--- config.mk ---
export PLATFORM = sky130hd
export DESIGN_NAME = tnn_neuron_seq
export DESIGN_NICKNAME = d
export VERILOG_FILES = /design/src/rtl/tnn_pkg.sv /design/src/rtl/tnn_popcount21.sv /design/src/rtl/tnn_neuron_seq.sv
export SDC_FILE = /design/constraint.sdc
export NUM_CORES = 1
export LEC_CHECK = 0
export BUFFER_PORTS_ARGS = -buffer_cell sky130_fd_sc_hd__buf_4
export CORE_ASPECT_RATIO = 0.75
export CORE_MARGIN = 4
export CORE_UTILIZATION = 42
export DETAILED_ROUTE_END_ITERATION = 8
export PLACE_DENSITY = 0.66
export SLEW_MARGIN = 20
export SYNTH_ARGS = -nofsm -noshare
export SYNTH_HDL_FRONTEND = slang
export SYNTH_SLANG_ARGS = --single-unit
--- constraint.sdc ---
create_clock -name clk -period 6.9 [get_ports clk]
set_input_delay 1.38 -clock clk [delete_from_list [all_inputs] [get_ports clk]]
set_output_delay 1.38 -clock clk [all_outputs]
set_load 0.01 [all_outputs]
--- src/rtl/tnn_pkg.sv ---
// rtl/tnn_pkg.sv - shared widths, FSM states and ternary encodings for the ternary neuron sequencer
package tnn_pkg;
  localparam int N_IN = 21;
  localparam int CW   = 5;
  localparam int DW   = 6;

  typedef enum logic [1:0] {IDLE, POS, NEG, OUT} state_t;

  localparam logic [1:0] ACT_POS  = 2'b01;
  localparam logic [1:0] ACT_NEG  = 2'b11;
  localparam logic [1:0] ACT_ZERO = 2'b00;
endpackage

--- src/rtl/tnn_popcount21.sv ---
// rtl/tnn_popcount21.sv - combinational 21-input popcount core shared by both neuron phases
module tnn_popcount21
  import tnn_pkg::*;
(
  input  logic [N_IN-1:0] bits,
  output logic [CW-1:0]   count
);

  always_comb begin
    count = '0;
    for (int i = 0; i < N_IN; i++) begin
      count = count + CW'(bits[i]);
    end
  end

endmodule

--- src/rtl/tnn_neuron_seq.sv ---
// rtl/tnn_neuron_seq.sv - ternary neuron sequencer, one popcount reused for positive then negative phase
// Optional TNN_DIFF_OUT_EN adds the registered out_diff port.
module tnn_neuron_seq #(
  parameter int N_IN = 21,
  parameter int CW   = 5,
  parameter int DW   = 6
) (
  input  logic            clk,
  input  logic            rst,
  input  logic            in_valid,
  output logic            in_ready,
  input  logic [N_IN-1:0] in_x,
  input  logic [N_IN-1:0] in_pos,
  input  logic [N_IN-1:0] in_neg,
  input  logic [DW-1:0]   in_thr_hi,
  input  logic [DW-1:0]   in_thr_lo,
  output logic            out_valid,
  input  logic            out_ready,
  output logic [1:0]      out_act
`ifdef TNN_DIFF_OUT_EN
  ,
  output logic [DW-1:0]   out_diff
`endif
);
  import tnn_pkg::*;

  state_t            state;
  logic [N_IN-1:0]   x_r;
  logic [N_IN-1:0]   pos_r;
  logic [N_IN-1:0]   neg_eff_r;
  logic [DW-1:0]     thr_hi_r;
  logic [DW-1:0]     thr_lo_r;
  logic [CW-1:0]     cnt_pos;
  logic [N_IN-1:0]   core_in;
  logic [CW-1:0]     core_out;
  logic [DW-1:0]     diff;
  logic [1:0]        act_nxt;

  assign in_ready = (state == IDLE) && !rst;

  always_comb begin
    core_in = '0;
    case (state)
      POS:     core_in = x_r & pos_r;
      NEG:     core_in = x_r & neg_eff_r;
      default: core_in = '0;
    endcase
  end

  tnn_popcount21 u_popcount (
    .bits  (core_in),
    .count (core_out)
  );

  // Both counts are at most 31, so a 6-bit difference never wraps.
  assign diff = {1'b0, cnt_pos} - {1'b0, core_out};

  always_comb begin
    act_nxt = ACT_ZERO;
    if ($signed(diff) >= $signed(thr_hi_r)) begin
      act_nxt = ACT_POS;
    end else if ($signed(diff) <= $signed(thr_lo_r)) begin
      act_nxt = ACT_NEG;
    end
  end

  always_ff @(posedge clk) begin
    if (rst) begin
      state     <= IDLE;
      x_r       <= '0;
      pos_r     <= '0;
      neg_eff_r <= '0;
      thr_hi_r  <= '0;
      thr_lo_r  <= '0;
      cnt_pos   <= '0;
      out_valid <= 1'b0;
      out_act   <= ACT_ZERO;
`ifdef TNN_DIFF_OUT_EN
      out_diff  <= '0;
`endif
    end else begin
      case (state)
        IDLE: begin
          if (in_valid) begin
            x_r       <= in_x;
            pos_r     <= in_pos;
            // A bit set in both masks counts as positive only.
            neg_eff_r <= in_neg & ~in_pos;
            thr_hi_r  <= in_thr_hi;
            thr_lo_r  <= in_thr_lo;
            state     <= POS;
          end
        end
        POS: begin
          cnt_pos <= core_out;
          state   <= NEG;
        end
        NEG: begin
          out_act   <= act_nxt;
`ifdef TNN_DIFF_OUT_EN
          out_diff  <= diff;
`endif
          out_valid <= 1'b1;
          state     <= OUT;
        end
        OUT: begin
          if (out_ready) begin
            out_valid <= 1'b0;
            state     <= IDLE;
          end
        end
        default: state <= IDLE;
      endcase
    end
  end

endmodule

==> metrics, run 1 <==
Tightest Hold Check Type=register to register; Die Area=12300 um^2; drt wl/cell=approximately 15 um; Hold Path Depth=2; Clock transition at path regs=around 60 ps; Final Hold Viols=0; die width=127 um; register area share after synthesis=0.384; overall power=roughly 2.1 mW; layout cells sized above 1=0.270; worst rel slew slack=0.500; CP startpoint kind=register; Clk pwr share=0.259; EDFF count, synth=0; Syn Area/Cell=8.29 um^2; fin. max-slew vios=0; number of DRC markers in iteration 0=roughly 160; PnR worst setup slack=roughly 140 ps; post-synth top area share=0.384; Gate power share=0.439; post-synth top area cell=dfxtp_1; most common cell in the netlist=nand2_1; H-tree Lvls=3; max-cap check violation count=0; All-Layer GR Usage=0.183; number of synthesized register bits=85; Peak supply drop=~0.18 mV; FMAX=148 MHz; Req. time, crit path=roughly 7100 ps; critical path type=register to register; CP max FO=4; Congestion Overflow GR=0; status=finished clean; Worst Tran Pin Value=between 700 and 800 ps; RSZ-0062 raised after global routing=true; non-filler cells, final=about 750; Post-synth top flop=dfxtp_1; CTS tree=yes; antenna violations before repair=0; Min Hold Slack=451 ps; crit path time final=6760 ps; drt drc=0; Worst EP arrival=roughly 7000 ps; clk buf depth=2; Final #Nets=736; synth warn=0; clock sink total=85; CTS Root Cell=clkbuf_16; largest net degree at the start of global routing=between 70 and 80; die height=97.0 um; clk_lat worst skew=340 ps; register area=1710 um^2; Multi-input gate area=~2600 um^2; Syn Nets=approximately 660; Post-synth top cells=138 x nand2_1, 85 x dfxtp_1, 78 x a21oi_1, 42 x inv_1, 29 x ha_1; vias per cell=between 4 and 5; # setup viols final=0; Post-Synthesis Cells=535; setup TNS=0 ps; DP Cell Count=approximately 730; total power density per cell area=360 nW/um^2; fillers=~900; Diodes inserted=0; Starting Density=0.431; DP HPWL=between 7000 and 8000 um; Worst Reg-to-Reg Cells=25; first-pass GRT wire length=18000 um; core footprint=10300 um^2; first drt pass iteration count=5; P_sw=between 700 and 800 uW; asr flop ratio synth=0; P_int=around 1.3 mW; Area contributors post-synth=dfxtp_1 38%, nand2_1 12%, a21oi_1 8.8%; dpl ws=-260 ps; clock skew=4.87 ps; P_leak=2.38 nW; vias in the first global route=approximately 3800; sequential share of power=0.303; Tcrit/Tclk final=0.979; TritonCTS buffer count=9; Net Sw Frac=0.358; area delta synth->final=29.5%; crit path capture type=register; synth unique cells=37; Core Rows=32; vias post-DR=about 3700; mapped cell area=4440 um^2; IO Count=83; WL final=10900 um; Port Buf Inserts=just over 80; number of antenna-violating nets in the routed design=0; gpl congestion=between 0.8 and 0.9
[state kept, by name, summed over array words and instances (netlist names)]
signal	count
cnt_pos	5
neg_eff_r	21
out_valid	1
x_r	21
thr_lo_r	6
out_act	2
pos_r	21
thr_hi_r	6
state	2
[path summary, 6_finish.rpt]
path                              startpoint                          to  slack, ps
setup / recovery       state[0]$_SDFFE_PP0P_     out_act[0]$_SDFFE_PP0P_        140
hold / removal    neg_eff_r[18]$_SDFFE_PP0P_  neg_eff_r[18]$_SDFFE_PP0P_        450
setup reg to reg       state[0]$_SDFFE_PP0P_     out_act[0]$_SDFFE_PP0P_        140
hold reg to reg   neg_eff_r[18]$_SDFFE_PP0P_  neg_eff_r[18]$_SDFFE_PP0P_        450
[layout make-up]
type	count	share of cell area
multi-input combinational	376	0.455
timing repair buffer	99	0.133
sequential	85	0.297
tap	136	0.0296
clock buffer	10	0.0416
inverter	42	0.0279
clock inverter	6	0.0163
[timing repair]
item | CTS | global route
gates cloned | 0 | 0
resized for setup | 9 | 34
pin swaps | 5 | 22
setup buffers | 2 | 3
hold buffers | 0 | 0
hold endpoints to repair | 0 | 0
endpoints found under the setup margin | 2 | 2
[stage by stage]
step | instance area, um^2 | utilization
after floorplan | 4440 | -
after CTS | 5580 | 0.542
after detailed placement | 5190 | 0.504
after global routing | 5750 | 0.558
after global placement | 5190 | 0.504
final | 5750 | 0.558
[power groups by stage]
stage	clock network (mW)	registers (mW)	logic, mW
after floorplan	0	0.618	0.533
after global placement	0	0.628	0.728
after detailed placement	0	0.630	0.752
after CTS	0.544	0.622	0.782
after global routing	0.560	0.635	1.02
final	0.536	0.627	0.908
[critical path, cell delays in order, from the launching register on]
cell	delay (ps)
dfxtp_2	330
inv_4	80
ha_4	180
mux2i_2	230
nor2_2	60
ha_1	280
inv_2	40
fa_1	480
fa_1	540
fa_1	520
fa_1	530
fa_1	410
inv_1	80
ha_2	190
inv_2	40
fa_2	590
ha_4	210
nor2b_4	120
o21ai_2	130
nand2b_1	110
maj3_2	350
a21oi_4	220
ha_1	190
or4b_4	480
a21oi_4	140
o32ai_1	90
[cell families (layout without fill, tap and decap cells)]
kind of cell	after synthesis	after routing	synth area share
compound gates	97	97	0.120
buf+inv	74	157	0.0654
flops	85	85	0.384
xor+xnor	6	6	0.0135
mux	25	25	0.0612
simple gates	202	202	0.202
fa+ha+maj	46	46	0.154
[per-layer routing]
metal | track usage | vias to the layer above | share of wire
met1 | 0.263 | 1728 | 0.50
met5 | 0 | - | 0
met4 | 0.0618 | 0 | 0.012
met2 | 0.262 | 84 | 0.44
li1 | - | 1906 | -
met3 | 0.0513 | 10 | 0.051
[placed cells by master, fill, tap and decap left out, drive strengths merged]
master	n
o32ai	1
clkinv	2
o21ai	1
nand3b	21
nor2b	3
a22oi	1
clkbuf	10
nand2b	3
ha	29
a21oi	79
a21o	6
mux2	17
and2	1
nor2	13
xnor2	3
or4b	2
a211oi	3
mux2i	8
maj3	2
dfxtp	85
bufinv	2
xor2	3
buf	99
nand4	1
inv	44
o21a	1
o21bai	2
nand3	17
o221ai	1
nor3	2
a31oi	1
fa	15
nand2	138
o22ai	1
nor3b	1
Power figures use the tool's default switching activity.
==> inputs of run 2 (changes only) <==
- BUFFER_PORTS_ARGS: -buffer_cell sky130_fd_sc_hd__buf_4 -> default
- DONT_BUFFER_PORTS: default -> 1
- PLACE_DENSITY: 0.66 -> default
==> run 2 against run 1 <==
  * Combinational power fell by 0.4%
  * Via count fell by 6.9%
  * Routed wire length fell by 6.4%
  * Final cell count fell by 11%
  * Sequential power barely moved
  * Clock power fell by 11%
  * Worst hold slack got worse by 5.9 ps
  * Critical endpoint unchanged
  * Highest routed layer unchanged
==> metrics, run 2 (synthesis gave the netlist of run 1 again) <==
clk buf depth=2 (unchanged); gr busiest metal=met1 (unchanged); crit path capture type=register (unchanged); FF-to-FF Start=state[0]$_SDFFE_PP0P_ (unchanged); gpl congestion=0.843 (was 0.823); crit path time final=6760 ps (about the same); vias in the first global route=3400 (was 3787); CTS tree=yes (unchanged); Min Hold Slack=445 ps (was 451 ps); GRT met3 Usage=0.0519 (was 0.0513); Net Sw Frac=0.367 (was 0.358); Clk pwr share=0.237 (was 0.259); antenna violations before repair=0 (unchanged); Starting Density=0.431 (unchanged); RR Endpoint=out_act[0]$_SDFFE_PP0P_ (unchanged); # setup viols final=0 (unchanged); layout cells sized above 1=0.164 (was 0.270); drt wl/cell=15.2 um (was 14.5 um); Final #Nets=654 (was 736); first-pass GRT wire length=16500 um (was 18000 um); fin util=0.501 (was 0.558); H-tree Lvls=3 (unchanged); Worst Reg-to-Reg Cells=26 (was 25); Hold Buf Count CTS=0 (unchanged); CTS Root Cell=clkbuf_16 (unchanged); P_int=1.27 mW (was 1.33 mW); Tcrit/Tclk final=0.980 (was 0.979); Worst EP arrival=6990 ps (was 6970 ps); Gate power share=0.450 (was 0.439); sequential share of power=0.313 (was 0.303); Tightest Hold Check Type=register to register (unchanged); commonest non-fill, non-tap cell in the layout=nand2_1 (unchanged); P_sw=736 uW (was 741 uW); PnR worst setup slack=137 ps (was 144 ps); total power density per cell area=389 nW/um^2 (was 360 nW/um^2); dpl ws=-180 ps (was -260 ps); crit path to=out_act[0]$_SDFFE_PP0P_ (unchanged); area delta synth->final=16.3% (was 29.5%); TritonCTS buffer count=9 (unchanged); Port Buf Inserts=0 (was 82); non-filler cells, final=672 (was 754); DP HPWL=7260 um (was 7810 um); WL final=10200 um (was 10900 um); number of antenna-violating nets in the routed design=0 (unchanged); All-Layer GR Usage=0.167 (was 0.183); register area=1710 um^2 (unchanged); P_leak=1.98 nW (was 2.38 nW); status=finished clean (unchanged); instance area at placement=4590 um^2 (was 5190 um^2); drt drc=0 (unchanged); fillers=957 (was 916); Final Hold Viols=0 (unchanged); first drt pass iteration count=5 (unchanged); RSZ-0062 raised after global routing=true (unchanged); met1 usage=0.249 (was 0.263); Worst Tran Pin Value=634 ps (was 750 ps); Die Area=12300 um^2 (unchanged); core footprint=10300 um^2 (unchanged); Core Rows=32 (unchanged); IO Count=83 (unchanged); max-cap check violation count=0 (unchanged); Clock transition at path regs=60 ps (about the same); CP startpoint kind=register (unchanged); critical path type=register to register (unchanged); vias per cell=5.16 (was 4.94); Peak supply drop=0.154 mV (was 0.177 mV); Multi-input gate area=2660 um^2 (was 2610 um^2); Diodes inserted=0 (unchanged); clock skew=6.60 ps (was 4.87 ps); Top Registers=neg_eff_r x21, pos_r x21, x_r x21 (unchanged); FMAX=148 MHz (about the same); Final Cell Area=5160 um^2 (was 5750 um^2); largest net degree at the start of global routing=88 (was 76); r2r setup slk=140 ps (about the same); met2 Resource Use GR=0.233 (was 0.262); die width=127 um (unchanged); number of DRC markers in iteration 0=173 (was 161); clk_lat worst skew=340 ps (about the same); die height=97.0 um (unchanged); most frequent cells in the layout=136 x nand2_1, 83 x dfxtp_1, 76 x a21oi_1 (was 137 x nand2_1, 96 x buf_4, 83 x dfxtp_1); worst setup path startpoint=state[0]$_SDFFE_PP0P_ (unchanged); worst rel slew slack=0.576 (was 0.500); Congestion Overflow GR=0 (unchanged); clock sink total=85 (unchanged); CP max FO=4 (unchanged); vias post-DR=3470 (was 3728); fin. max-slew vios=0 (unchanged); Req. time, crit path=7130 ps (was 7120 ps); DP Cell Count=652 (was 734)
==> run 2: cell count changes in the layout (fill, tap and decap cells not counted), moves of 2 or more <==
| cell | delta |
|---|---|
| buf_4 | -85 |
| clkinvlp_4 | +2 |
| buf_6 | +2 |
| buf_12 | +2 |
==> run 2: worst min-delay path by stage <==
stage | start | end | slack (ps) | cells past startpoint
4_1_cts | neg_eff_r[8]$_SDFFE_PP0P_ | neg_eff_r[8]$_SDFFE_PP0P_ | 450 | 2
6_report | neg_eff_r[20]$_SDFFE_PP0P_ | neg_eff_r[20]$_SDFFE_PP0P_ | 440 | 2
3_3_place_gp | neg_eff_r[19]$_SDFFE_PP0P_ | neg_eff_r[19]$_SDFFE_PP0P_ | 430 | 2
3_5_place_dp | neg_eff_r[14]$_SDFFE_PP0P_ | neg_eff_r[14]$_SDFFE_PP0P_ | 440 | 2
2_1_floorplan | neg_eff_r[10]$_SDFFE_PP0P_ | neg_eff_r[10]$_SDFFE_PP0P_ | 430 | 2
5_1_grt | neg_eff_r[9]$_SDFFE_PP0P_ | neg_eff_r[9]$_SDFFE_PP0P_ | 460 | 2
==> run 2: worst max-delay path: stages (launching register included) <==
cell,delay (ps)
dfxtp_2,330
inv_4,80
ha_4,150
buf_6,130
mux2i_1,180
nor2_1,60
ha_1,290
inv_2,40
fa_1,460
fa_1,570
fa_1,430
fa_1,540
fa_1,420
inv_1,70
ha_2,180
inv_2,40
fa_2,620
ha_4,210
nor2b_4,120
o21ai_2,130
nand2b_1,110
maj3_2,360
a21oi_4,210
ha_1,200
or4b_1,470
a21oi_2,150
o32ai_1,90
==> run 2: cell type report <==
type                       instances  share of cell area
clock inverter                     6              0.0124
sequential                        85               0.331
inverter                          42              0.0310
clock buffer                      10              0.0444
timing repair buffer              17              0.0332
multi-input combinational        376               0.515
tap                              136              0.0330
==> run 2: power groups by stage <==
stage	clock, mW	combinational [mW]	sequential [mW]
2_1_floorplan	0	0.533	0.618
3_3_place_gp	0	0.692	0.630
3_5_place_dp	0	0.713	0.631
4_1_cts	0.487	0.738	0.622
5_1_grt	0.505	1.01	0.636
6_report	0.475	0.904	0.628
==> run 2: metrics by stage <==
step	setup TNS (ps)	total power, mW
global route	-235	2.15
global placement	0	1.32
CTS	0	1.85
finish	0	2.01
detailed placement	-324	1.34
floorplan	0	1.15
==> run 2: what timing repair did <==
| item | 4_1_cts | 5_1_grt |
|---|---|---|
| pin swaps | 7 | 26 |
| gates resized for setup | 12 | 40 |
| setup buffers | 2 | 2 |
| setup endpoints to repair | 2 | 2 |
==> run 2: per-layer routing <==
metal / vias up / wire, um / share of wire
li1: 1745 / - / -
met1: 1633 / 5190 / 0.51
met2: 81 / 4350 / 0.43
met3: 11 / 591 / 0.058
met4: 0 / 98 / 0.0096
met5: - / 0 / 0
==> inputs of run 3 (changes only) <==
- CORE_MARGIN: 4 -> 1.5
==> run 3 against run 2 <==
  * Critical path depth unchanged
  * Flip-flop and latch count stayed put
  * Routed wire length decreased by 1.1%
  * Register-to-register slack got worse by 80 ps
  * Sequential share of layout area increased by 0.28 points
  * Final area shrank 0.85%
  * Sequential power is essentially flat
  * Critical endpoint unchanged
  * Final cell count stayed put
  * Combinational power rose by 0.7%
  * Largest cell class unchanged
  * Count of clock-buffer cells in the layout is 2 higher
  * Critical path type unchanged
==> metrics, run 3 (synthesis gave the netlist of run 1 again) <==
status=finished clean (unchanged); instance area at placement=4580 um^2 (was 4590 um^2); CP top delay family=adder cells (unchanged); Tcrit/Tclk final=0.991 (was 0.980); # setup viols final=0 (unchanged); crit path capture type=register (unchanged); crit path time final=6840 ps (was 6760 ps); WL final=10100 um (was 10200 um); gpl congestion=0.865 (was 0.843); total power density per cell area=394 nW/um^2 (was 389 nW/um^2); drt wl/cell=15.1 um (was 15.2 um); All-Layer GR Usage=0.189 (was 0.167); Top cell by count, worst path=fa_1 (unchanged); Req. time, crit path=7120 ps (was 7130 ps); commonest non-fill, non-tap cell in the layout=nand2_1 (unchanged); first-pass GRT wire length=16300 um (was 16500 um); PnR worst setup slack=59.8 ps (was 137 ps); overall power=2.02 mW (was 2.01 mW); clock sink total=85 (unchanged); P_leak=1.96 nW (was 1.98 nW); Worst path slowest cell=fa_2 (unchanged); Worst Tran Pin Value=643 ps (was 634 ps); antenna violations before repair=0 (unchanged); TritonCTS buffer count=9 (unchanged); first drt pass iteration count=4 (was 5); number of antenna-violating nets in the routed design=0 (unchanged); H-tree Lvls=3 (unchanged); vias in the first global route=3418 (was 3400); Min Hold Slack=442 ps (was 445 ps); Final Cell Area=5120 um^2 (was 5160 um^2); Tightest Hold Check Type=register to register (unchanged); worst rel slew slack=0.571 (was 0.576); FMAX=146 MHz (was 148 MHz); most frequent cells in the layout=136 x nand2_1, 83 x dfxtp_1, 76 x a21oi_1 (unchanged); Worst EP arrival=7060 ps (was 6990 ps); die width=122 um (was 127 um); CP startpoint kind=register (unchanged); core footprint=10300 um^2 (unchanged); Final Hold Viols=0 (unchanged); Diodes inserted=0 (unchanged); RSZ-0062 raised after global routing=true (unchanged); Starting Density=0.431 (unchanged); CTS Root Cell=clkbuf_16 (unchanged); max-cap check violation count=0 (unchanged); critical path type=register to register (unchanged); drt drc=0 (unchanged); Die Area=11200 um^2 (was 12300 um^2); fin util=0.497 (was 0.501); clk_lat worst skew=340 ps (about the same); clk buf depth=2 (unchanged); Hold Buf Count CTS=0 (unchanged); vias per cell=5.12 (was 5.16); slowest stage delay, CP=590 ps (was 620 ps); Final #Nets=654 (unchanged); die height=92.0 um (was 97.0 um); Port Buf Inserts=0 (unchanged); largest net degree at the start of global routing=88 (unchanged); Clock transition at path regs=60 ps (about the same); Buffers & Inverters on Critical Path=5 (unchanged); Core Rows=32 (unchanged); CTS tree=yes (unchanged); dpl ws=-258 ps (was -180 ps); number of DRC markers in iteration 0=190 (was 173); fillers=997 (was 957); area delta synth->final=15.3% (was 16.3%); Congestion Overflow GR=0 (unchanged); vias post-DR=3443 (was 3470); fin. max-slew vios=0 (unchanged); Top Registers=neg_eff_r x21, pos_r x21, x_r x21 (unchanged); DP HPWL=7230 um (was 7260 um); IO Count=83 (unchanged); layout cells sized above 1=0.155 (was 0.164); Peak supply drop=0.144 mV (was 0.154 mV); CP max FO=3 (was 4); clock skew=5.09 ps (was 6.60 ps)
## run 3: changes by cell type in the layout (fill, tap and decap cells not counted), sizes merged
cell / change
clkbuf: +2
clkinv: -1
clkinvlp: -1
## run 3: final cells by class
type,count,area (um^2),share of cell area
tap,136,170,0.0333
clock inverter,4,47.5,0.00929
inverter,42,160,0.0313
sequential,85,1710,0.334
multi-input combinational,376,2640,0.516
clock buffer,12,246,0.0482
timing repair buffer,17,146,0.0286
## run 3: path summary, 6_finish.rpt
path	from	depth (start not counted)	slack, ps	end
worst max-delay path	state[0]$_SDFFE_PP0P_	26	60	out_act[0]$_SDFFE_PP0P_
worst min-delay path	neg_eff_r[5]$_SDFFE_PP0P_	2	440	neg_eff_r[5]$_SDFFE_PP0P_
worst max register to register	state[0]$_SDFFE_PP0P_	26	60	out_act[0]$_SDFFE_PP0P_
worst min register to register	neg_eff_r[5]$_SDFFE_PP0P_	2	440	neg_eff_r[5]$_SDFFE_PP0P_
## run 3: metrics by stage
stage               TNS, ps  instances
finish                    0        672
global route           -397        672
CTS                       0        670
detailed placement     -490        653
global placement          0        653
floorplan                 0        535
## run 3: tightest hold or removal path, cell delays in order, from the launching register on
cell and delay, ps:
dfxtp_1 310, nand2_1 50, a21oi_1 50
## run 3: metal layers
metal,track usage,vias to the layer above,share of wire
met3,0.0547,14,0.066
met2,0.283,94,0.43
met4,0.0676,0,0.016
met5,0,-,0
met1,0.259,1593,0.49
li1,-,1742,-
## run 3: what timing repair did
item                       in CTS  in global routing
gates resized for setup        12                 32
setup endpoints to repair       2                  2
hold endpoints to repair        0                  0
buffers inserted                1                  2
pin swaps                       6                 25
## run 3: power by group
group	switching, mW	internal (mW)
Combinational	0.498	0.412
Sequential	0.0524	0.576
Clock	0.189	0.289
